--- src/rtl/hd44780_lcd_writer.sv ---
// HD44780 write engine: buffers {nyb_only, rs, byte} writes in a small FIFO and
// produces the E-cycle timing and post-write execution delay on a 4- or 8-bit bus.
module hd44780_lcd_writer #(
  parameter int BUS_WIDTH       = 4,
  parameter int FIFO_DEPTH      = 4,
  parameter int TICKS_TAS       = 3,
  parameter int TICKS_PWEH      = 22,
  parameter int TICKS_TCYCE     = 48,
  parameter int TICKS_EXEC      = 2544,
  parameter int TICKS_EXEC_LONG = 72960,
  parameter int CNT_BITS        = 17
) (
  input  logic                 CLK_I,
  input  logic                 RST_I,
  input  logic                 STB_I,
  input  logic                 i_rs,
  input  logic [7:0]           i_data,
  input  logic                 i_nyb_only,
  output logic                 o_full,
  output logic                 o_overflow,
  output logic                 o_busy,
  output logic                 o_rs,
  output logic [BUS_WIDTH-1:0] o_lcd_data,
  output logic                 o_e
);

  localparam int PW = (FIFO_DEPTH > 1) ? $clog2(FIFO_DEPTH) : 1;
  localparam int CW = PW + 1;
  localparam int TICKS_ELO = TICKS_TCYCE - TICKS_TAS - TICKS_PWEH;
  localparam bit MODE4 = (BUS_WIDTH == 4);

  localparam logic [CNT_BITS-1:0] LIM_TAS  = CNT_BITS'(TICKS_TAS - 1);
  localparam logic [CNT_BITS-1:0] LIM_PWEH = CNT_BITS'(TICKS_PWEH - 1);
  localparam logic [CNT_BITS-1:0] LIM_ELO  = CNT_BITS'(TICKS_ELO - 1);
  localparam logic [CNT_BITS-1:0] LIM_EXEC = CNT_BITS'(TICKS_EXEC - 1);
  localparam logic [CNT_BITS-1:0] LIM_LONG = CNT_BITS'(TICKS_EXEC_LONG - 1);

  typedef enum logic [2:0] {
    S_IDLE, S_LOAD, S_SETUP, S_EHI, S_ELO, S_EXEC
  } state_t;

  state_t state;

  logic [9:0]    mem [FIFO_DEPTH];
  logic [PW-1:0] wr_ptr, rd_ptr;
  logic [CW-1:0] count, count_nx;
  logic          empty_q;
  logic          push, pop;

  assign push = STB_I & ~o_full;
  assign pop  = (state == S_IDLE) & ~empty_q;

  always_comb begin
    count_nx = count;
    case ({push, pop})
      2'b10:   count_nx = count + 1'b1;
      2'b01:   count_nx = count - 1'b1;
      default: count_nx = count;
    endcase
  end

  always_ff @(posedge CLK_I) begin
    if (push) mem[wr_ptr] <= {i_nyb_only, i_rs, i_data};
  end

  always_ff @(posedge CLK_I or negedge RST_I) begin
    if (!RST_I) begin
      wr_ptr     <= '0;
      rd_ptr     <= '0;
      count      <= '0;
      empty_q    <= 1'b1;
      o_full     <= 1'b0;
      o_overflow <= 1'b0;
    end else begin
      if (push) wr_ptr <= wr_ptr + 1'b1;
      if (pop)  rd_ptr <= rd_ptr + 1'b1;
      count      <= count_nx;
      o_full     <= (count_nx == CW'(FIFO_DEPTH));
      empty_q    <= (count_nx == '0);
      o_overflow <= STB_I & o_full;
    end
  end

  assign o_busy = ~empty_q | (state != S_IDLE);

  logic                 sh_nyb, sh_rs, sh_lo;
  logic [7:0]           sh_data;
  logic [CNT_BITS-1:0]  cnt;
  logic [BUS_WIDTH-1:0] hi_bus, lo_bus;
  logic                 long_exec, last_nyb;
  logic [CNT_BITS-1:0]  exec_lim;

  if (BUS_WIDTH == 8) begin : g_bus8
    assign hi_bus = sh_data;
    assign lo_bus = sh_data;
  end else begin : g_bus4
    assign hi_bus = sh_data[7:4];
    assign lo_bus = sh_data[3:0];
  end

  // Clear display / return home (rs=0, 0x01..0x03) need the long delay.
  assign long_exec = ~sh_rs & (sh_data[7:2] == '0) & (sh_data[1:0] != 2'b00)
                   & ~(MODE4 & sh_nyb);
  assign exec_lim  = long_exec ? LIM_LONG : LIM_EXEC;
  assign last_nyb  = ~MODE4 | sh_nyb | sh_lo;

  always_ff @(posedge CLK_I or negedge RST_I) begin
    if (!RST_I) begin
      state      <= S_IDLE;
      cnt        <= '0;
      sh_nyb     <= 1'b0;
      sh_rs      <= 1'b0;
      sh_lo      <= 1'b0;
      sh_data    <= '0;
      o_rs       <= 1'b0;
      o_lcd_data <= '0;
      o_e        <= 1'b0;
    end else begin
      // E is registered from the phase, so it trails the EHI state by one clock.
      o_e <= (state == S_EHI);
      case (state)
        S_IDLE: begin
          if (!empty_q) begin
            {sh_nyb, sh_rs, sh_data} <= mem[rd_ptr];
            sh_lo <= 1'b0;
            state <= S_LOAD;
          end
        end
        S_LOAD: begin
          o_rs       <= sh_rs;
          o_lcd_data <= hi_bus;
          cnt        <= '0;
          state      <= S_SETUP;
        end
        S_SETUP: begin
          if (cnt == LIM_TAS) begin
            cnt   <= '0;
            state <= S_EHI;
          end else begin
            cnt <= cnt + 1'b1;
          end
        end
        S_EHI: begin
          if (cnt == LIM_PWEH) begin
            cnt   <= '0;
            state <= S_ELO;
          end else begin
            cnt <= cnt + 1'b1;
          end
        end
        S_ELO: begin
          if (cnt == LIM_ELO) begin
            cnt <= '0;
            if (!last_nyb) begin
              o_lcd_data <= lo_bus;
              sh_lo      <= 1'b1;
              state      <= S_SETUP;
            end else begin
              state <= S_EXEC;
            end
          end else begin
            cnt <= cnt + 1'b1;
          end
        end
        S_EXEC: begin
          if (cnt == exec_lim) begin
            cnt   <= '0;
            state <= S_IDLE;
          end else begin
            cnt <= cnt + 1'b1;
          end
        end
        default: begin
          cnt   <= '0;
          state <= S_IDLE;
        end
      endcase
    end
  end

endmodule

--- config.mk ---
export PLATFORM = sky130hd
export DESIGN_NAME = hd44780_lcd_writer
export DESIGN_NICKNAME = d
export VERILOG_FILES = /design/src/rtl/hd44780_lcd_writer.sv
export SDC_FILE = /design/constraint.sdc
export NUM_CORES = 1
export LEC_CHECK = 0
export ABC_AREA = 1
export CAP_MARGIN = 30
export CORE_AREA = 2 2 106 108
export CTS_CLUSTER_SIZE = 25
export DETAILED_ROUTE_END_ITERATION = 6
export DIE_AREA = 0 0 108 110
export SLEW_MARGIN = 5
export SYNTH_ARGS = -nofsm -noshare
export SYNTH_HDL_FRONTEND = slang
export SYNTH_SLANG_ARGS = --single-unit
export TNS_END_PERCENT = 50
--- constraint.sdc ---
create_clock -name CLK_I -period 2.5 [get_ports CLK_I]
set_input_delay 0.375 -clock CLK_I [delete_from_list [all_inputs] [get_ports CLK_I]]
set_output_delay 0.375 -clock CLK_I [all_outputs]
set_load 0.03 [all_outputs]
* After elaboration in Yosys (flattened, before gate mapping)
Memory sizes are Yosys's and may differ from the RTL's. A register that Yosys moved wholly into a read port is not among the register bits. Cells that the tools add are included.
Storage, ports and cells: bits of input ports 13, ROM bits 0, latch bits 0, memories kept 1, flip-flop bits (word level) 37, bits in writable memories 40, output and inout bits 9
Memories:
- mem | words 4, bits a word 10, read ports 1, clocked after memory_dff 1, wr ports 1, RTL line 44 | logic [9:0] mem [FIFO_DEPTH];
Cells by class: bitwise logic cells 12, muxes and demuxes 23, divide/modulo/power cells 0, $mul 0, $add $sub $neg 5, order comparisons 0, shift-type cells 0, equal/unequal tests 18, reductions and logical operators 12
Operators by type and width (count):
- $mux W17 | 5
- $pmux W17 S5 | 1
- $eq A17 B5 Y1 const B | 2
- $mux W3 | 6
- $pmux W3 S6 | 1
- $add A17 B1 Y17 const B | 1
- $eq A17 B17 Y1 | 1
- $eq A17 B2 Y1 const B | 1
- $ne A2 B2 Y1 const B | 5
- $eq A3 B3 Y1 const B | 3
- $mux W4 | 2
- $pmux W4 S2 | 1
- $and A1 B1 Y1 | 6
- $eq A3 B2 Y1 const B | 2
- $logic_not A3 Y1 | 2
- $logic_not A6 Y1 | 1
- $pmux W3 S2 | 1
- $reduce_bool A2 Y1 | 3
- $mux W1 | 5
- $reduce_and A5 Y1 | 1
- $add A2 B1 Y2 const B | 2
- $not A1 Y1 | 4
- $reduce_and A4 Y1 | 1
- $add A3 B1 Y3 const B | 1
- other kinds (11) | 12

* Logic depth before layout (Yosys ltp)
Gate-level depths: netlist (run 1).
depth after elaboration 8, gate-level depth with buffers 12

* Worst setup path after synthesis (run 1)
No wires, ideal clock.
path kind reg2reg, from reg state[0], to reg empty_q, stages on the path, launching flop included 11, setup slack 138 ps, arrival 2294 ps, clock period less this slack 2362 ps, cells stage by stage dfrtp_1 > nor2_1 > nand2_1 > nor2_2 > buf_2 > ha_1 > inv_1 > fa_1 > o21ai_0 > or2_2 > nor2_1
Between the ends: cells in the longest elaborated chain, start to end 5, elaborated cells on any way between the ends 6, classes of those cells eq/ne: 2; mux: 1; bitwise: 1; reduce/logical: 2
RTL lines:
- start, declared | RTL line 42 | state_t state;
- start signal, assigned | RTL line 109 | state <= S_IDLE;
- start signal, assigned | RTL line 126 | state <= S_LOAD;
- start signal, assigned | RTL line 133 | state <= S_SETUP;
- $logic_not A3 Y1 * | RTL line 51 | assign pop = (state == S_IDLE) & ~empty_q;
- $and A1 B1 Y1 * | RTL line 51
- named net pop | RTL line 48 | logic push, pop;
- $eq A2 B1 Y1 or $eq A2 B2 Y1 (tied branches) | RTL line 55 | case ({push, pop})
- $pmux W3 S2 * | RTL line 55
- named net count_nx[1] | RTL line 46 | logic [CW-1:0] count, count_nx;
- $logic_not A3 Y1 * | RTL line 79 | empty_q <= (count_nx == '0);
- end signal, assigned | RTL line 79
- end, declared | RTL line 47 | logic empty_q;
Mark *: on every way through the listed nets, which the timed path passes. The rest lies on a longest branch. A chain may end at the register's enable or synchronous reset.

* Final worst setup path (run 1)
from reg state[0], to out o_busy
Between the ends: cells in the longest elaborated chain, start to end 2
RTL lines:
- $reduce_bool A3 Y1 | RTL line 84 | assign o_busy = ~empty_q | (state != S_IDLE);
- $or A1 B1 Y1 | RTL line 84
- end, declared | RTL line 21 | output logic o_busy,
No other way between the ends.

==> results of run 1 <==
## critical path, stage by stage, from the launching register on
cell and delay [ns]:
dfrtp_1 0.44, nor2_1 0.08, nand2_1 0.15, inv_2 0.05
nand2_1 0.09, clkdlybuf4s50_1 0.67
## metrics by stage
step | power, W | instances | instance area, um^2
finish | 0.003116 | 629 | 4785
global route | 0.003288 | 629 | 4785
CTS | 0.003156 | 629 | 4785
detailed placement | 0.002176 | 613 | 4581
global placement | 0.002149 | 613 | 4581
floorplan | 0.001997 | 453 | 4180
## synthesized netlist by cell type (3+ instances only)
cell,count
inv_2,4
dfrtp_1,46
o21ai_0,36
xnor2_1,3
nor2_1,63
nand2_2,7
nand2_1,105
inv_1,42
a21oi_1,6
o22ai_1,11
nor2_2,8
clkbuf_1,7
mux2_2,5
o21ai_1,9
ha_1,8
xor2_1,7
nor3_1,6
edfxtp_1,40
nand4_1,4
nand3_1,14
## worst max-delay path by stage
stage	from	end	slack, ns	cells after the start
after floorplan	state[0]	empty_q	0.14	10
after global placement	STB_I	o_full	0.36	10
after detailed placement	STB_I	o_full	0.26	10
after global routing	state[0]	o_full	0.14	11
after CTS	state[0]	o_busy	0.27	5
final	state[0]	o_busy	0.29	5
## flip-flops by register name (all words and copies together), names as in the netlist
| signal | flops |
|---|---|
| cnt | 17 |
| count | 3 |
| empty_q | 1 |
| mem | 40 |
| o_e | 1 |
| o_full | 1 |
| o_lcd_data | 4 |
| o_overflow | 1 |
| o_rs | 1 |
| rd_ptr | 2 |
| sh_data | 8 |
| sh_lo | 1 |
| sh_nyb | 1 |
| sh_rs | 1 |
| state | 3 |
| wr_ptr | 2 |
## power groups by stage
stage                     clock network, W  logic [W]  registers (W)
after global placement                   0   0.000385        0.00176
after CTS                          0.00101   0.000408        0.00174
final                             0.000983   0.000394        0.00174
after floorplan                          0   0.000229        0.00177
after detailed placement                 0   0.000408        0.00177
after global routing               0.00107   0.000462        0.00175
## logic make-up (layout without fill, tap and decap cells)
group | count (synthesis) | in the layout | synth area share [%]
adders and majority gates | 9 | 9 | 2.874
xor gates and xnor gates | 10 | 10 | 2.095
muxes | 5 | 5 | 1.347
and+or+nand+nor | 214 | 214 | 22.12
DFF | 87 | 87 | 56.90
buffers and inverters | 60 | 96 | 5.807
AOI/OAI and AO/OA | 68 | 68 | 8.860
## layout by cell type, fill, tap and decap left out, types with 2 or more instances in the layout
cell type          n
nor2_2             8
inv_1             42
clkinv_4           2
nor3_1             6
xnor2_1            3
clkbuf_8           9
o21ai_0           36
o22ai_1           11
mux2_2             5
nand4_1            4
nor3_2             2
o21ai_1            9
clkdlybuf4s50_1   20
dfrtp_1           46
nand2_2            7
clkinv_1           2
nand3_1           14
edfxtp_1          40
nand3_2            2
xor2_1             7
ha_1               8
nand2_1          105
nor2_1            63
inv_8              2
buf_4             11
inv_2              4
a21oi_1            6
clkinv_8           2
## metal layers
layer | up-vias | GRT usage, %
li1 | 1547 | -
met4 | 0 | 4.853
met3 | 6 | 2.881
met1 | 1447 | 20.13
met5 | - | 0
met2 | 36 | 26.77
## cell type report
class	instances	area share, %
well taps	140	3.661
clock buffers	9	2.589
repair buffers	32	6.015
flip-flops and latches	87	49.71
inverters	48	3.766
clock inverters	7	1.674
multi-input cells	306	32.58
==> key figures, run 1 <==
Pwr
  – Clk pwr share: 31.5%
  – Sw Ratio: 28.51%
  – Combinational power share: 12.6%
  – Int Power: 0.002228 W
  – Sequential Power Share: 55.8%
  – Power per cell area: 651.2 nW/um^2
  – Worst VDD drop: 0.4059 mV
  – P_leak: 2.061 nW
  – Switching power: 0.0008882 W

STA
  – Setup TNS: 0 ns
  – Skew final: 0.01350 ns
  – Final period util: 88.58%
  – Final setup margin: 0.2855 ns
  – Final hold slack: 0.07378 ns
  – Fmax achieved: 0.4516 GHz
  – Final min period: 2.214 ns
  – RSZ-0062 raised after global routing: no
  – Final hold violation count: 0
  – Least-Margin Pin Slew: 0.7537 ns
  – # setup viols final: 0
  – Final Max Slew Viols: 0
  – Slew HR: 49.75%

Clock tree
  – Reg clk slew, reported paths: 0.11 ns
  – Clk Tree Root Cell: clkbuf_8
  – Hold-fix buffers, CTS: 0
  – Max H-tree Level: 3
  – CTS tree: yes
  – CTS Buffer Depth: 2
  – Clk sinks: 87
  – # Post-CTS Setup Buffers: 0
  – CTS buffer count: 9
  – # resized after CTS: 0
  – Clk_lat worst skew: 0.36 ns

Floorplanning
  – Die Y: 110 um
  – Die ar.: 11880 um^2
  – Core area: 10700 um^2
  – Row cnt: 38
  – Ports: 22
  – Starting Density: 39.08%
  – DIE WIDTH: 108 um

Routing
  – Pre-antenna DRT Iters: 4
  – Aggregate routed wire length: 8436 um
  – Drt wl/cell: 13.41 um
  – Vias: 3036
  – Number of routed nets with antenna violations: 0
  – Routed wl met3: 221 um
  – Drt via density: 4.827
  – Met2 Wirelength: 4178 um
  – Number of DRC markers in iteration 0: 130
  – Number of remaining DRC errors: 0
  – Uppermost layer routed: met4
  – Routed met1 length: 3983 um

Cells and area
  – Util after Layout: 44.73%
  – Layout area overhead: 14.46%
  – Nets: 506
  – Antenna diodes: 0
  – Multi-input gate area: 1559 um^2
  – Fill count: 1018
  – Register Area: 2379 um^2
  – Layout cell share with drive strength beyond 1: 12.47%

Logic synthesis
  – FF+latch count, synth: 87
  – Average cell area after synthesis: 9.228 um^2
  – Post-synth top flop: dfrtp_1
  – Post-Syn Area: 4180 um^2
  – Asr flop ratio synth: 54.02%
  – Top cells by area, synth: edfxtp_1, dfrtp_1, nand2_1, nor2_1, o21ai_0
  – Post-synth top area cell: edfxtp_1
  – Synth cell types: 37
  – EDFF count, synth: 40
  – Post-synthesis sequential area ratio: 56.90%
  – Ys Warns: 0
  – Cells after Synth: 453
  – Synthesized Nets: 475
  – Post-synth top area share: 28.73%

Place
  – Pre-CTS WS: 0.2564 ns
  – Global placement routability congestion: 0.8865
  – Port-buffer cells: 21
  – Hpwl dp: 5877 um

Setup path
  – CP Capture Type: primary output
  – Crit-path max FO: 5
  – Reg2reg setup slack: 0.33 ns
  – WP data arrival: 1.84 ns
  – Worst R2R Start: state[0]
  – Reg2reg end: o_full
  – Critical path type: reg -> out
  – Worst-case reg-to-reg path depth: 9
  – Critical Path RT: 2.12 ns
  – CP Launch Type: flop

Status
  – Status: complete, no violations

Global route
  – Antenna violations before repair: 0
  – Vias in the first global route: 3004
  – GR Util All Layers: 15.59%
  – Largest net degree at the start of global routing: 34
  – Grt ovf: 0
  – First-pass GRT wire length: 14430 um

Worst hold path
  – Worst Hold Class: in -> async

Run
  – Max Cap Violations: 0
Power figures use the tool's default switching activity.
==> inputs of run 2 (changes only) <==
Settings changed: CTS_CLUSTER_DIAMETER set to 150, GPL_ROUTABILITY_DRIVEN set to 0, TNS_END_PERCENT 50 to 5.
==> results of run 2 <==
The final DEF is identical to that of run 1; final timing and power are the same.
